File: src/rtl/mips_pkg.sv
// Shared MIPS decode constants: opcode/funct encodings, ALU operation codes, link register.
package mips_pkg;

  localparam logic [5:0] OP_RTYPE = 6'h00;
  localparam logic [5:0] OP_J     = 6'h02;
  localparam logic [5:0] OP_JAL   = 6'h03;
  localparam logic [5:0] OP_BEQ   = 6'h04;
  localparam logic [5:0] OP_BNE   = 6'h05;
  localparam logic [5:0] OP_ADDI  = 6'h08;
  localparam logic [5:0] OP_ADDIU = 6'h09;
  localparam logic [5:0] OP_SLTI  = 6'h0A;
  localparam logic [5:0] OP_SLTIU = 6'h0B;
  localparam logic [5:0] OP_ANDI  = 6'h0C;
  localparam logic [5:0] OP_ORI   = 6'h0D;
  localparam logic [5:0] OP_XORI  = 6'h0E;
  localparam logic [5:0] OP_LUI   = 6'h0F;
  localparam logic [5:0] OP_LW    = 6'h23;
  localparam logic [5:0] OP_SW    = 6'h2B;

  localparam logic [5:0] FN_SLL  = 6'h00;
  localparam logic [5:0] FN_SRL  = 6'h02;
  localparam logic [5:0] FN_SRA  = 6'h03;
  localparam logic [5:0] FN_JR   = 6'h08;
  localparam logic [5:0] FN_ADD  = 6'h20;
  localparam logic [5:0] FN_ADDU = 6'h21;
  localparam logic [5:0] FN_SUB  = 6'h22;
  localparam logic [5:0] FN_SUBU = 6'h23;
  localparam logic [5:0] FN_AND  = 6'h24;
  localparam logic [5:0] FN_OR   = 6'h25;
  localparam logic [5:0] FN_XOR  = 6'h26;
  localparam logic [5:0] FN_NOR  = 6'h27;
  localparam logic [5:0] FN_SLT  = 6'h2A;
  localparam logic [5:0] FN_SLTU = 6'h2B;

  localparam logic [3:0] ALU_ADD  = 4'd0;
  localparam logic [3:0] ALU_SUB  = 4'd1;
  localparam logic [3:0] ALU_AND  = 4'd2;
  localparam logic [3:0] ALU_OR   = 4'd3;
  localparam logic [3:0] ALU_XOR  = 4'd4;
  localparam logic [3:0] ALU_NOR  = 4'd5;
  localparam logic [3:0] ALU_SLT  = 4'd6;
  localparam logic [3:0] ALU_SLTU = 4'd7;
  localparam logic [3:0] ALU_SLL  = 4'd8;
  localparam logic [3:0] ALU_SRL  = 4'd9;
  localparam logic [3:0] ALU_SRA  = 4'd10;
  localparam logic [3:0] ALU_LUI  = 4'd11;

  localparam logic [4:0] REG_RA = 5'd31;

endpackage

File: src/rtl/regfile.sv
// 32-entry 2R1W register file, $0 hardwired to zero; reads are combinational with
// same-cycle write-through, writes land on the rising edge; no backpressure.
module regfile #(
  parameter int WORD_SIZE = 32
) (
  input  logic                 clk,
  input  logic                 we,
  input  logic [4:0]           waddr,
  input  logic [WORD_SIZE-1:0] wdata,
  input  logic [4:0]           raddr_a,
  input  logic [4:0]           raddr_b,
  output logic [WORD_SIZE-1:0] rdata_a,
  output logic [WORD_SIZE-1:0] rdata_b
);

  logic [WORD_SIZE-1:0] regs_q [32];

  // Contents are deliberately not reset; $0 is never written.
  always_ff @(posedge clk) begin
    if (we && waddr != 5'd0) regs_q[waddr] <= wdata;
  end

  always_comb begin
    rdata_a = regs_q[raddr_a];
    rdata_b = regs_q[raddr_b];
    if (we && waddr == raddr_a) rdata_a = wdata;
    if (we && waddr == raddr_b) rdata_b = wdata;
    if (raddr_a == 5'd0) rdata_a = '0;
    if (raddr_b == 5'd0) rdata_b = '0;
  end

endmodule

File: src/rtl/decode.sv
// MIPS ID stage: IF/ID register, regfile, control decode, load-use stall, branch redirect.
// Outputs are combinational one cycle after capture; a load-use stall holds IF/ID and fetch.
module decode import mips_pkg::*; #(
  parameter int                   WORD_SIZE = 32,
  parameter logic [WORD_SIZE-1:0] BOOT_ADDR = 32'h00000000
) (
  input  logic                 clk,
  input  logic                 rst,
  input  logic [WORD_SIZE-1:0] if_pc,
  input  logic [31:0]          if_ir,
  output logic                 fetch_load,
  output logic [WORD_SIZE-1:0] fetch_addr,
  input  logic                 wb_we,
  input  logic [4:0]           wb_addr,
  input  logic [WORD_SIZE-1:0] wb_data,
  input  logic                 ex_mem_read,
  input  logic [4:0]           ex_dest,
  output logic                 id_valid,
  output logic [WORD_SIZE-1:0] id_pc,
  output logic [WORD_SIZE-1:0] rs_data,
  output logic [WORD_SIZE-1:0] rt_data,
  output logic [WORD_SIZE-1:0] imm,
  output logic [4:0]           shamt,
  output logic [4:0]           rs,
  output logic [4:0]           rt,
  output logic [4:0]           dest,
  output logic [3:0]           alu_op,
  output logic                 alu_src_imm,
  output logic                 reg_write,
  output logic                 mem_read,
  output logic                 mem_write,
  output logic                 link,
  output logic                 illegal
);

  logic                 valid_q, valid_d;
  logic [WORD_SIZE-1:0] pc_q, pc_d;
  logic [31:0]          ir_q, ir_d;
  logic                 stall, en, taken, eq;
  logic [5:0]           op, funct;
  logic [4:0]           rd;
  logic [3:0]           c_alu;
  logic c_src, c_rw, c_mr, c_mw, c_ill, c_rd_rt, c_zext, c_lui, c_dst_rd;
  logic is_beq, is_bne, is_j, is_jal, is_jr;

  assign op    = ir_q[31:26];
  assign rs    = ir_q[25:21];
  assign rt    = ir_q[20:16];
  assign rd    = ir_q[15:11];
  assign shamt = ir_q[10:6];
  assign funct = ir_q[5:0];
  assign id_pc = pc_q;

  always_comb begin
    valid_d = 1'b1;
    pc_d    = if_pc;
    ir_d    = if_ir;
    if (stall) begin
      valid_d = valid_q;
      pc_d    = pc_q;
      ir_d    = ir_q;
    end
  end

  always_ff @(posedge clk) begin
    if (rst) begin
      valid_q <= 1'b0;
      pc_q    <= BOOT_ADDR;
      ir_q    <= 32'h0;
    end else begin
      valid_q <= valid_d;
      pc_q    <= pc_d;
      ir_q    <= ir_d;
    end
  end

  regfile #(.WORD_SIZE(WORD_SIZE)) u_regfile (
    .clk(clk), .we(wb_we), .waddr(wb_addr), .wdata(wb_data),
    .raddr_a(rs), .raddr_b(rt), .rdata_a(rs_data), .rdata_b(rt_data)
  );

  // Raw decode of the IF/ID instruction, before bubble/stall gating.
  always_comb begin
    c_alu = ALU_ADD; c_src = 1'b0; c_rw = 1'b0; c_mr = 1'b0; c_mw = 1'b0;
    c_ill = 1'b0; c_rd_rt = 1'b0; c_zext = 1'b0; c_lui = 1'b0; c_dst_rd = 1'b0;
    is_beq = 1'b0; is_bne = 1'b0; is_j = 1'b0; is_jal = 1'b0; is_jr = 1'b0;
    case (op)
      OP_RTYPE: begin
        c_dst_rd = 1'b1; c_rw = 1'b1; c_rd_rt = 1'b1;
        case (funct)
          FN_ADD, FN_ADDU: c_alu = ALU_ADD;
          FN_SUB, FN_SUBU: c_alu = ALU_SUB;
          FN_AND:  c_alu = ALU_AND;
          FN_OR:   c_alu = ALU_OR;
          FN_XOR:  c_alu = ALU_XOR;
          FN_NOR:  c_alu = ALU_NOR;
          FN_SLT:  c_alu = ALU_SLT;
          FN_SLTU: c_alu = ALU_SLTU;
          FN_SLL:  c_alu = ALU_SLL;
          FN_SRL:  c_alu = ALU_SRL;
          FN_SRA:  c_alu = ALU_SRA;
          FN_JR:   begin c_rw = 1'b0; c_rd_rt = 1'b0; is_jr = 1'b1; end
          default: begin c_rw = 1'b0; c_ill = 1'b1; end
        endcase
      end
      OP_ADDI, OP_ADDIU: begin c_rw = 1'b1; c_src = 1'b1; end
      OP_SLTI:  begin c_rw = 1'b1; c_src = 1'b1; c_alu = ALU_SLT; end
      OP_SLTIU: begin c_rw = 1'b1; c_src = 1'b1; c_alu = ALU_SLTU; end
      OP_ANDI:  begin c_rw = 1'b1; c_src = 1'b1; c_alu = ALU_AND; c_zext = 1'b1; end
      OP_ORI:   begin c_rw = 1'b1; c_src = 1'b1; c_alu = ALU_OR;  c_zext = 1'b1; end
      OP_XORI:  begin c_rw = 1'b1; c_src = 1'b1; c_alu = ALU_XOR; c_zext = 1'b1; end
      OP_LUI:   begin c_rw = 1'b1; c_src = 1'b1; c_alu = ALU_LUI; c_lui = 1'b1; end
      OP_LW:    begin c_rw = 1'b1; c_src = 1'b1; c_mr = 1'b1; end
      OP_SW:    begin c_src = 1'b1; c_mw = 1'b1; c_rd_rt = 1'b1; end
      OP_BEQ:   begin is_beq = 1'b1; c_rd_rt = 1'b1; c_alu = ALU_SUB; end
      OP_BNE:   begin is_bne = 1'b1; c_rd_rt = 1'b1; c_alu = ALU_SUB; end
      OP_J:     is_j = 1'b1;
      OP_JAL:   begin is_jal = 1'b1; c_rw = 1'b1; end
      default:  c_ill = 1'b1;
    endcase
  end

  always_comb begin
    if (c_lui)       imm = WORD_SIZE'({ir_q[15:0], 16'h0});
    else if (c_zext) imm = {{(WORD_SIZE-16){1'b0}}, ir_q[15:0]};
    else             imm = {{(WORD_SIZE-16){ir_q[15]}}, ir_q[15:0]};
  end

  assign dest = is_jal ? REG_RA : (c_dst_rd ? rd : rt);

  assign stall = valid_q && !rst && ex_mem_read && ex_dest != 5'd0 &&
                 (ex_dest == rs || (ex_dest == rt && c_rd_rt));
  assign en    = valid_q && !stall && !rst;

  assign id_valid    = en;
  assign alu_op      = en ? c_alu : 4'd0;
  assign alu_src_imm = en && c_src;
  assign reg_write   = en && c_rw;
  assign mem_read    = en && c_mr;
  assign mem_write   = en && c_mw;
  assign link        = en && is_jal;
  assign illegal     = en && c_ill;

  assign eq    = (rs_data == rt_data);
  assign taken = en && ((is_beq && eq) || (is_bne && !eq) || is_j || is_jal || is_jr);

  always_comb begin
    fetch_load = stall;
    fetch_addr = if_pc;
    if (taken) begin
      fetch_load = 1'b1;
      if (is_jr)              fetch_addr = rs_data;
      else if (is_j || is_jal) fetch_addr = {pc_q[WORD_SIZE-1:26], ir_q[25:0]};
      else fetch_addr = pc_q + WORD_SIZE'(1) + {{(WORD_SIZE-16){ir_q[15]}}, ir_q[15:0]};
    end
  end

endmodule

File: config.mk
export PLATFORM = sky130hd
export DESIGN_NAME = decode
export DESIGN_NICKNAME = d
export VERILOG_FILES = /design/src/rtl/mips_pkg.sv /design/src/rtl/regfile.sv /design/src/rtl/decode.sv
export SDC_FILE = /design/constraint.sdc
export NUM_CORES = 2
export LEC_CHECK = 0
export BUFFER_PORTS_ARGS = -buffer_cell sky130_fd_sc_hd__buf_2
export CAP_MARGIN = 25
export CORE_MARGIN = 3
export CORE_UTILIZATION = 35
export CTS_CLUSTER_DIAMETER = 100
export DETAILED_ROUTE_END_ITERATION = 16
export HOLD_SLACK_MARGIN = 0.12
export PLACE_DENSITY = 0.52
export SETUP_SLACK_MARGIN = 0.02
export SYNTH_ARGS = -nofsm -noshare
export SYNTH_HDL_FRONTEND = slang
export SYNTH_HIERARCHICAL = 1
export SYNTH_SLANG_ARGS = --single-unit
File: constraint.sdc
create_clock -name clk -period 7.1 [get_ports clk]
set_clock_uncertainty 0.2 [all_clocks]
set_input_delay 1.42 -clock clk [delete_from_list [all_inputs] [get_ports clk]]
set_output_delay 1.42 -clock clk [all_outputs]
set_load 0.01 [all_outputs]
# == After elaboration in Yosys (flattened, before gate mapping) ==
# Memory sizes are Yosys's and may differ from the RTL's. A register that Yosys moved wholly into a read port is not among the register bits.
# Index checks and enable logic that the tools add are counted.
# totals
ramBits,1024
mem_count,1
word_cells,120
regBits,65
# op_classes
n_eq_ne,32
reduce_logical,43
add_sub_neg,2
n_mux,39
# memory_table
memory,depth,width,rd,rd_clocked_by_memory_dff,wr,line,source
u_regfile.regs_q,32,32,2,2,1,regfile.sv:16,logic [WORD_SIZE-1:0] regs_q [32];
# op_table
operator,n
$mux 32,9
$eq 6x6->1 const B,12
$eq 6x4->1 const B,9
$pmux 4 s10,1
$add 32x1->32 const B,1
$add 32x32->32,1
$eq 32x32->1,1
$pmux 4 s8,1
$mux 5,6
$reduce_or 14->1,2
$eq 6x2->1 const B,4
$eq 5x5->1,4
$reduce_or 10->1,2
$logic_and 1x1->1,19
$mux 1,18
$reduce_or 13->1,1
$eq 6x3->1 const B,2
$logic_not 6->1,2
$logic_not 5->1,2
$reduce_bool 5->1,2
$logic_or 1x1->1,6
$pmux 1 s2,3
$reduce_or 3->1,2
$mux 4,1
other kinds (2),5

# == Logic depth before layout (Yosys ltp) ==
# depth
word_depth,13
depth_mapped,20
depth_no_buf,14

# == By module ==
# The synthesis kept the hierarchy.
# by_module_without_submodules
mod,seq_area_each_um2,area_each_um2,instances,cells_each
regfile,30749.5,47869.7,1,2520
decode,1301.2,6483.7,1,869

# == Worst setup path after synthesis ==
# No wires, ideal clock.
# synth_path
kind,input-to-output
startpoint,input port wb_addr[1]
endpoint,output port fetch_addr[30]
t_arrival_ps,4884
cell_stages,16
path_slack_ps,596
path_buffers,3
cell_sequence,clkbuf_1 > xnor2_1 > nand4_1 > o21ai_0 > clkbuf_1 > o21ai_0 > xor2_1 > nor4_1 > nand4_1 > nor2_1 > xnor2_1 > or4_1 > a21oi_4 > buf_6 > o211ai_1 > o32ai_2
# synth_via
elab_chain_len,13
# synth_lines
item,line,source
from (decl),decode.sv:14,"input logic [4:0] wb_addr,"
$eq 5x5->1 *,regfile.sv:27,if (we && waddr == raddr_b) rdata_b = wdata;
$logic_and 1x1->1 *,regfile.sv:27,
$mux 32 *,regfile.sv:27,
$mux 32 *,regfile.sv:29,if (raddr_b == 5'd0) rdata_b = '0;
net rt_data[20],decode.sv:21,"output logic [WORD_SIZE-1:0] rt_data,"
$eq 32x32->1 *,decode.sv:144,assign eq = (rs_data == rt_data);
$logic_not 1->1,decode.sv:145,assign taken = en && ((is_beq && eq) || (is_bne && !eq) || is_j || is_jal || is_jr);
$logic_and 1x1->1,decode.sv:145,
$logic_or 1x1->1 * (4 in series),decode.sv:145,
$logic_and 1x1->1 *,decode.sv:145,
$mux 32 *,decode.sv:150,if (taken) begin
to (decl),decode.sv:12,"output logic [WORD_SIZE-1:0] fetch_addr,"
# The timed path passes the listed nets; every way through them passes the cells marked *.

# == Worst setup path in the final report ==
# layout_path
startpoint,register ir_q[18]
endpoint,output port fetch_addr[25]
# layout_via
elab_chain_len,13
# layout_lines
item,line,source
from (decl),decode.sv:38,"logic [31:0] ir_q, ir_d;"
from (signal assigned),decode.sv:73,ir_q <= ir_d;
$eq 5x5->1,regfile.sv:27,
$logic_and 1x1->1,regfile.sv:27,
$mux 32,regfile.sv:27,
$mux 32,regfile.sv:29,
$eq 32x32->1,decode.sv:144,
$logic_not 1->1,decode.sv:145,
$logic_and 1x1->1,decode.sv:145,
$logic_or 1x1->1 (4 in series),decode.sv:145,
$logic_and 1x1->1 *,decode.sv:145,
$mux 32 *,decode.sv:150,
# Mark *: on every way between the ends. The rest lies on a longest branch, timed or not.

==> flow_summary_export.csv <==
group,metric,value,unit
critical_path,critPathBufInv,5,
critical_path,reg2reg_slack,2750,ps
sta,hold_violations,0,
critical_path,critPathKind,"reg -> out",
synth,synth.yosys.seq_area_share,0.590,
route,wire_per_inst,36.4,um
critical_path,cpPeakStageDelay,750,ps
power_and_ir_drop,leakage,22.4,nW
critical_path,crit_arrival,5680,ps
critical_path,worst_path_most_repeated_cell,"buf_12",
grt,grt_pass1_wl,301,mm
sta,maxSlewViolCount,0,
placement,dp_slack,-674,ps
critical_path,cp_slowest_cell,"and2_1",
synth,ys_top_cells_by_area,"edfxtp_1 57%, mux4_2 17%, mux2i_1 5.2%, dfxtp_1 2.4%, nor2_1 1.2%",
floorplanning,start_util,0.355,
synth,async_reset_ff_frac,0,
grt,busiest_layer,"met2",
floorplanning,core_area,153000,um^2
finish,stdcell_count,6141,
power_and_ir_drop,irDropWorstVdd,196,uV
critical_path,cp_num_cells,18,
critical_path,r2r-end,"id_pc[27]",
route,routed_wirelength,224,mm
placement,io_buffers,301,
outcome,violations,"negative setup slack",
floorplanning,rows,143,
sta,worst_slack,-205,ps
sta,post-route-min-period,7300,ps
power_and_ir_drop,p_comb_frac,0.154,
sta,rsz0062_at_grt,"yes",
critical_path,cp-end-kind,"output port",
power_and_ir_drop,clock_power_share,0.387,
route,drt_iter0_drc,4992,
floorplanning,fp.dieW,400,um
floorplanning,die-area,160000,um^2
synth,avgSynthCellArea,16.0,um^2
sta,setup_viol,33,
synth,yosysMostFrequentCell,"edfxtp_1",
critical_path,worst_setup_path_start_kind,"flip-flop",
clocking,clkTransAtPathRegs,70,ps
clocking,cts_buffer_depth,3,
clocking,cts_tree,"yes",
synth,synth_top_area_cell,"edfxtp_1",
grt,grt_use_total,0.272,
synth,synth_common_cells,"1,024 x edfxtp_1, 417 x mux4_2, 280 x mux2i_1",
route,via_per_inst,6.17,
synth,synth_seq_cells,1089,
critical_path,rr_worst_depth,10,
finish,nNetsFinal,4138,
sta,fmax,137,MHz
critical_path,cp_top_family,"simple AND/OR/NAND/NOR gates",
sta,fin_crit_sh,1.03,
synth,yosysWarnings,6,
route,drc,0,
grt,grt_pass1_vias,36300,
sta,max-slew-margin-rel,0.256,
critical_path,crit_path_start,"ir_q[18]",
grt,grt_max_degree,66,
route,via_count,37900,
finish,synthToLayoutAreaGrowth,22.2,%
power_and_ir_drop,powerDensity,237,nW/um^2
grt,use_met2,0.432,
floorplanning,die_h,400,um
power_and_ir_drop,switching_share,0.265,
critical_path,crit_chain,"nor2b_4 -> and2_1 -> buf_4 -> a32oi_1 -> nand4_1 -> a21oi_2 -> xor2_4 -> nor4_4 -> nand4_1 -> nor2_4 -> xnor2_2 -> or4_4 -> a21oi_4 -> buf_12 -> buf_12 -> buf_12 -> mux2_4 -> buf_6",
clocking,clock-sinks,1089,
synth,ys.flop_type,"edfxtp_1",
grt,overflow,0,
critical_path,endpoint,"fetch_addr[25]",
synth,synth-edff-count,1024,
placement,dp_hpwl,143,mm
synth,synth_area,54400,um^2
synth,yosysTopAreaCellShare,0.566,
clocking,clockRootBuffer,"clkbuf_16",
clocking,cts_buffers,116,
grt,met1_usage,0.366,
critical_path,path_max_fanout,9,
placement,place_congestion,0.953,
synth,postSynthCellCount,3389,
floorplanning,io_pins,302,
critical_path,critPathRequiredTime,5480,ps
critical_path,timing.rr.start,"ir_q[27]",
synth,yosysUniqueCellTypes,77,
clocking,clk_latency,770,ps
min_path,min_path_type,"reg -> reg",
grt,met3_usage,0.0571,
finish,drive_gt1_frac,0.371,
sta,tightestPinTransition,1110,ps
power_and_ir_drop,internal_power,11.6,mW
clocking,htree_levels,3,
power_and_ir_drop,p_sw,4.17,mW
route,drtAntennaViolNets,0,
placement,dpl.cell_count,5806,
outcome,status,"finished with violations",
flow_run,max_cap_viol_count,0,
grt,grt_antenna_before_repair,18,
route,drtPass1Iterations,5,
power_and_ir_drop,power.share.sequential,0.459,
==> state kept, by name, indices dropped and copies added, names as in the netlist <==
name,flops
id_pc,32
ir_q,32
u_regfile/regs_q,1024
valid_q,1
==> tightest hold or removal path, cell delays in order (launching register included) <==
cell     delay [ps]
dfxtp_1         360
mux2i_1          90
nor2_1           70
==> cells in the final DEF (no fill, tap or decap), types with 82 or more instances in the layout <==
master        n
mux2i_1     277
nor2_1      138
clkbuf_16   123
nand2_1     110
edfxtp_1   1024
a22oi_1      82
buf_2       291
buf_4       339
a21oi_1     108
mux4_2      417
==> routing by layer <==
layer	routed length [um]	part of all wire	vias to the layer above
met3	22200	0.099	413
li1	-	-	15200
met2	103000	0.46	2348
met1	88300	0.39	19900
met4	9960	0.045	6
met5	32	0.00014	-
==> final cells by class <==
class	count	area (um^2)
inverters	38	143
multi-input cells	2008	21700
fillers	13700	86800
flip-flops and latches	1089	32100
diodes	16	40.0
repair buffers	743	6190
clock inverters	82	721
clock buffers	135	3020
well taps	2030	2540
==> metrics by stage <==
| stage | hold slack, ps | cell area, um^2 | utilization | power (mW) | TNS, ps |
|---|---|---|---|---|---|
| finish | 349 | 66400 | 0.434 | 15.7 | -4630 |
| global route | 375 | 66400 | 0.433 | 16.2 | -6620 |
| CTS | 356 | 65600 | 0.428 | 15.7 | -5580 |
| detailed placement | 340 | 60400 | 0.395 | 9.53 | -18570 |
| global placement | 312 | 60300 | 0.394 | 9.53 | -17580 |
| floorplan | 342 | 54500 | - | 8.41 | 0 |
==> power groups by stage <==
stage | Sequential [mW] | Clock, mW | Combinational, mW
2_1_floorplan | 7.31 | 0 | 1.10
3_3_place_gp | 7.36 | 0 | 2.18
3_5_place_dp | 7.36 | 0 | 2.17
4_1_cts | 7.21 | 6.18 | 2.33
5_1_grt | 7.22 | 6.43 | 2.51
6_report | 7.22 | 6.09 | 2.42
==> how the worst min path moves through the flow <==
stage / from / endpoint / slack (ps) / cells after the start
2_1_floorplan: ir_q[30] / ir_q[30] / 340 / 2
3_3_place_gp: id_pc[14] / id_pc[14] / 310 / 2
3_5_place_dp: id_pc[17] / id_pc[17] / 340 / 2
4_1_cts: id_pc[17] / id_pc[17] / 360 / 2
5_1_grt: id_pc[17] / id_pc[17] / 380 / 2
6_report: id_pc[23] / id_pc[23] / 350 / 2
==> cells by family after synthesis <==
group | share of synthesized area
DFF | 0.590
muxes | 0.232
AOI/OAI and AO/OA | 0.0849
and+or+nand+nor | 0.0422
buffers and inverters | 0.0315
xor gates and xnor gates | 0.0126
adders and majority gates | 0.00750
other | 0.0000690
==> repair_timing <==
action                                  CTS  global route
pin swaps                                20            18
setup buffers                            53            36
gates resized for setup                 125            83
hold buffers                              0             0
gates cloned                             11             5
endpoints found under the setup margin   33            33
Note: power is estimated with default switching activity, not from simulation.
